[src/rtl/rice_core_mul_ctrl.sv]
// rice_core_mul_ctrl
//   Sequencer between the execute-stage issue logic and the iterative radix-4
//   multiplier rice_core_mul. It takes one multiply request at a time over a
//   valid/ready handshake. It holds the latched operands on the multiplier
//   inputs for the whole iteration and returns the result through a
//   back-pressurable response port. It handles flush, including draining the
//   non-abortable multiplier. A one-entry result cache answers a repeated
//   identical request in one cycle.
//
//   Operation encoding (one-hot, 4 bits): bit0 MUL, bit1 MULH,
//   bit2 MULHSU, bit3 MULHU.
//
// Ports
//   i_clk, i_rst_n              clock, asynchronous active-low reset
//   i_flush                     kill the current request
//   i_req_valid/o_req_ready     request handshake (ready only in IDLE)
//   i_req_rs1/rs2/operation     request operands and operation
//   o_rsp_valid/i_rsp_ready     response handshake
//   o_rsp_data                  registered result
//   o_mul_valid                 one-cycle start pulse to the multiplier
//   o_mul_rs1/rs2/operation     latched operands to the multiplier
//   i_mul_result_valid          multiplier last-iteration pulse
//   i_mul_result                multiplier result
//   o_busy                      high whenever the sequencer is not idle
module rice_core_mul_ctrl #(
  parameter int XLEN     = 32,
  parameter int CACHE_EN = 1
) (
  input  logic            i_clk,
  input  logic            i_rst_n,
  input  logic            i_flush,
  input  logic            i_req_valid,
  output logic            o_req_ready,
  input  logic [XLEN-1:0] i_req_rs1,
  input  logic [XLEN-1:0] i_req_rs2,
  input  logic [3:0]      i_req_operation,
  output logic            o_rsp_valid,
  input  logic            i_rsp_ready,
  output logic [XLEN-1:0] o_rsp_data,
  output logic            o_mul_valid,
  output logic [XLEN-1:0] o_mul_rs1,
  output logic [XLEN-1:0] o_mul_rs2,
  output logic [3:0]      o_mul_operation,
  input  logic            i_mul_result_valid,
  input  logic [XLEN-1:0] i_mul_result,
  output logic            o_busy
);

  typedef enum logic [2:0] {
    S_IDLE  = 3'd0,
    S_ISSUE = 3'd1,
    S_BUSY  = 3'd2,
    S_DRAIN = 3'd3,
    S_RESP  = 3'd4
  } state_t;

  state_t state_q, state_d;

  logic [XLEN-1:0] rs1_q, rs2_q;
  logic [3:0]      op_q;
  logic [XLEN-1:0] rsp_data_q;
  logic            rsp_valid_q;

  logic            cache_vld_q;
  logic [3:0]      cache_op_q;
  logic [XLEN-1:0] cache_rs1_q, cache_rs2_q, cache_data_q;

  logic accept;
  logic cache_hit;
  logic capture;

  assign accept    = i_req_valid && (state_q == S_IDLE) && !i_flush;
  // The lookup compares the incoming request, not the latched registers,
  // so a hit can be answered in the accept cycle's next state.
  assign cache_hit = (CACHE_EN != 0) && cache_vld_q &&
                     (i_req_operation == cache_op_q) &&
                     (i_req_rs1 == cache_rs1_q) &&
                     (i_req_rs2 == cache_rs2_q);
  // A result coinciding with a flush is discarded and never cached.
  assign capture   = (state_q == S_BUSY) && i_mul_result_valid && !i_flush;

  // State register
  always_ff @(posedge i_clk or negedge i_rst_n) begin
    if (!i_rst_n) state_q <= S_IDLE;
    else          state_q <= state_d;
  end

  // Next-state logic
  always_comb begin
    state_d = state_q;
    case (state_q)
      S_IDLE:  if (accept) state_d = cache_hit ? S_RESP : S_ISSUE;
      S_ISSUE: state_d = i_flush ? S_IDLE : S_BUSY;
      S_BUSY: begin
        if (i_mul_result_valid) state_d = i_flush ? S_IDLE : S_RESP;
        else if (i_flush)       state_d = S_DRAIN;
      end
      // The multiplier cannot be aborted; wait out its final pulse.
      S_DRAIN: if (i_mul_result_valid) state_d = S_IDLE;
      S_RESP:  if (i_flush || i_rsp_ready) state_d = S_IDLE;
      default: state_d = S_IDLE;
    endcase
  end

  // Output logic
  always_comb begin
    o_req_ready = (state_q == S_IDLE);
    o_mul_valid = (state_q == S_ISSUE) && !i_flush;
    o_busy      = (state_q != S_IDLE);
  end

  // Operand latch, response register and result cache
  always_ff @(posedge i_clk or negedge i_rst_n) begin
    if (!i_rst_n) begin
      rs1_q        <= '0;
      rs2_q        <= '0;
      op_q         <= '0;
      rsp_data_q   <= '0;
      rsp_valid_q  <= 1'b0;
      cache_vld_q  <= 1'b0;
      cache_op_q   <= '0;
      cache_rs1_q  <= '0;
      cache_rs2_q  <= '0;
      cache_data_q <= '0;
    end else begin
      rsp_valid_q <= (state_d == S_RESP);
      if (accept) begin
        rs1_q <= i_req_rs1;
        rs2_q <= i_req_rs2;
        op_q  <= i_req_operation;
        if (cache_hit) rsp_data_q <= cache_data_q;
      end
      if (capture) begin
        rsp_data_q   <= i_mul_result;
        cache_vld_q  <= 1'b1;
        cache_op_q   <= op_q;
        cache_rs1_q  <= rs1_q;
        cache_rs2_q  <= rs2_q;
        cache_data_q <= i_mul_result;
      end
    end
  end

  assign o_mul_rs1       = rs1_q;
  assign o_mul_rs2       = rs2_q;
  assign o_mul_operation = op_q;
  assign o_rsp_valid     = rsp_valid_q;
  assign o_rsp_data      = rsp_data_q;

endmodule

[config.mk]
export PLATFORM = sky130hd
export DESIGN_NAME = rice_core_mul_ctrl
export DESIGN_NICKNAME = d
export VERILOG_FILES = /design/src/rtl/rice_core_mul_ctrl.sv
export SDC_FILE = /design/constraint.sdc
export NUM_CORES = 1
export LEC_CHECK = 0
export CAP_MARGIN = 20
export CORE_ASPECT_RATIO = 1.5
export CORE_UTILIZATION = 30
export DETAILED_ROUTE_END_ITERATION = 8
export RECOVER_POWER = 100
export SLEW_MARGIN = 20
export SYNTH_ARGS = -nofsm -noshare
export SYNTH_HDL_FRONTEND = slang
export SYNTH_SLANG_ARGS = --single-unit
[constraint.sdc]
create_clock -name i_clk -period 3.9 [get_ports i_clk]
set_input_delay 0.78 -clock i_clk [delete_from_list [all_inputs] [get_ports i_clk]]
set_output_delay 0.78 -clock i_clk [all_outputs]
set_load 0.02 [all_outputs]
==> results.yml <==
routing:
  drtPass1Iterations: 4
  drt-wirelength-per-cell_um: 18.2
  ant_nets: 0
  vias_per_cell: 5.05
  wl_mm: 27.5
  first_iter_violations: 356
  drc: 0
  vias: 7618
worst_setup_path:
  path_depth: 6
  regToRegStartpoint: "state_q[1]"
  crit_required_ps: 4330
  worstPathCellList: "dlygate4sd3_1 > nor2_1 > nand2_4 > buf_2 > o211ai_1 > nand3_1"
  crit_slowest_cell: "buf_2"
  cp.arrival_ps: 3800
  reg2reg_to: "o_rsp_data[24]"
  crit_buf_inv: 2
  critPathMaxFanout: 122
  r2r_slack_ps: 810
  critPathKind: "in -> reg"
  cp_top_family: "buffers and inverters"
  max_stage_delay_ps: 1730
  startpoint_type: "primary input"
  r2r_cells: 5
  cp-endpoint: "o_rsp_data[24]"
  crit_path_start: "i_flush"
  worstSetupEndpointType: "flop"
die:
  boundaryPins: 210
  fp.dieW_um: 147
  start_util_pct: 30.6
  core_um2: 31100
  row_count: 79
  dieArea_um2: 32500
  fp.dieH_um: 220
yosys:
  yosys.area.top_type: "dfrtp_1"
  postSynthCellCount: 905
  yosys-top-cells-area: "dfrtp_1 54%, mux2_2 11%, nand2_1 7.5%, a22o_1 3.0%, nor2b_1 3.0%"
  synth_fp_nets: 1011
  ys_types: 38
  ys_ff_latch: 205
  yosysTopAreaCellShare_pct: 53.9
  syn_area_per_cell_um2: 10.5
  syn_area_um2: 9520
  synth.yosys.seq_area_share_pct: 53.9
  yosys_warnings: 0
placement:
  dp_slack_ps: 263
  dp.cells: 1469
  gp_congestion: 0.751
  hpwl_mm: 18.1
  io_buffers: 209
global_routing:
  grt-busiest-layer: "met2"
  grt_usage_pct: 16.8
  grt_pass1_vias: 7751
  grt_max_degree: 123
  grt_antenna_before_repair: 1
  use_met3_pct: 3.13
  grt_overflow: 0
  grt_use_met1_pct: 20.1
  grtUsageMet2_pct: 29.6
  grt_pass1_wl_mm: 43.1
timing:
  fin_crit_sh_pct: 86.4
  holdWs_ps: 470
  setup_viol: 0
  final_max_slew_viol_count: 319
  fin_skew_ps: 20.4
  finalHoldViolations: 0
  fmax_ghz: 0.297
  worst_pin_slew_ps: 2460
  layout_min_cycle_time_ps: 3370
  final.setup.worst_slack_ps: 532
  slew-limit-headroom_pct: -64.1
  rsz0062_at_grt: "no"
  fin_setup_tns_ps: 0
clocking:
  clkTransAtPathRegs_ps: 60
  clk_latency_ps: 520
  cts_buffers: 22
  cts_hold_buf: 0
  post_cts_buffers: 0
  cts_tree: "yes"
  root_buffer: "clkbuf_16"
  clockBufferDepth: 3
  clock-sinks: 205
  cts.repair.resized: 0
  h-tree-depth: 1
layout:
  ff_latch_area_um2: 5130
  synthToLayoutAreaGrowth_pct: 32.9
  multi_input_area_um2: 4050
  fin_nets: 1194
  stdcell_count: 1509
  final_layout_size_suffix_gt1_share_pct: 12.9
  fill_cells: 3053
  layout_commonest_cell: "dfrtp_1"
  layout_common_cells: "205 x dfrtp_1, 189 x nand2_1, 105 x dlygate4sd3_1, 103 x clkdlybuf4s50_1, 92 x mux2_2"
worst_hold_path:
  hold_class: "reg -> reg"
pwr:
  vdd_drop_max_mv: 0.394
  leakage_nw: 5.28
  power.density_nw_per_um2: 604
  total_power_mw: 7.64
status:
  run_status: "complete, but fails checks"
  violations: "capacitance limit, slew limit"
run:
  cap_violations: 3
-- power by group --
part	internal [mW]	switching, mW
clock network	1.12	0.853
registers	2.88	0.434
logic	1.17	1.19
-- worst register-to-register path: cells and delay by family (launching register included) --
family	cells	cell delay, ps
buffers and inverters	1	1730
AOI/OAI and AO/OA	1	340
and+or+nand+nor	3	530
DFF	1	410
-- cell usage after synthesis (all sizes together) --
master   number
a2111oi       6
a211oi        1
a22o         33
a31oi        32
and2          2
and3b         1
and4          2
buf          16
clkbuf       50
dfrtp       205
inv          20
mux2         93
nand2       190
nand2b        7
nand3        33
nand3b        1
nand4        40
nor2          2
nor2b        46
nor3          3
nor3b         1
nor4          7
nor4b         1
o2111ai       2
o211ai       32
o21ai        21
o221ai        1
o22ai         8
or3           2
or3b          1
or4           1
xnor2        17
xor2         28
-- kinds of logic after synthesis --
kind of cell / synth area share (%)
AOI/OAI and AO/OA: 10.2
DFF: 53.9
xor gates and xnor gates: 4.14
and+or+nand+nor: 17.0
muxes: 11.0
buffers and inverters: 3.73
-- routing by layer --
metal | vias up | share of wire, %
li1 | 3538 | -
met1 | 3803 | 41
met2 | 228 | 51
met3 | 49 | 5.5
met4 | 0 | 3.1
met5 | - | 0
-- stage by stage --
stage	utilization, %	instance area [um^2]
final	40.6	12700
after global placement	38.7	12100
after CTS	40.9	12700
after detailed placement	38.7	12100
after floorplan	-	9520
after global routing	40.6	12700
-- worst min path at each step --
| stage | cells after the start | startpoint | endpoint | slack, ps |
|---|---|---|---|---|
| floorplan | 1 | cache_vld_q | cache_vld_q | 430 |
| global placement | 1 | cache_vld_q | cache_vld_q | 450 |
| detailed placement | 1 | cache_vld_q | cache_vld_q | 450 |
| CTS | 1 | i_rst_n | cache_rs2_q[13] | 250 |
| global route | 1 | cache_vld_q | cache_vld_q | 480 |
| finish | 1 | cache_vld_q | cache_vld_q | 470 |
-- registers in the layout (all words and copies together) (netlist names) --
name             cells
cache_data_q        32
cache_rs1_q         32
cache_rs2_q         32
o_mul_rs1           32
o_mul_rs2           32
o_rsp_data          32
cache_op_q           4
o_mul_operation      4
state_q              3
cache_vld_q          1
o_rsp_valid          1
-- layout make-up --
| cell class | count | area share [%] |
|---|---|---|
| Sequential cell | 205 | 40.5 |
| Multi-Input combinational cell | 614 | 32.0 |
| Timing Repair Buffer | 225 | 17.5 |
| Clock buffer | 35 | 5.05 |
| Tap cell | 405 | 4.00 |
| Inverter | 20 | 0.593 |
| Clock inverter | 3 | 0.208 |
| Antenna cell | 2 | 0.0395 |
(Power assumes the default switching activity.)
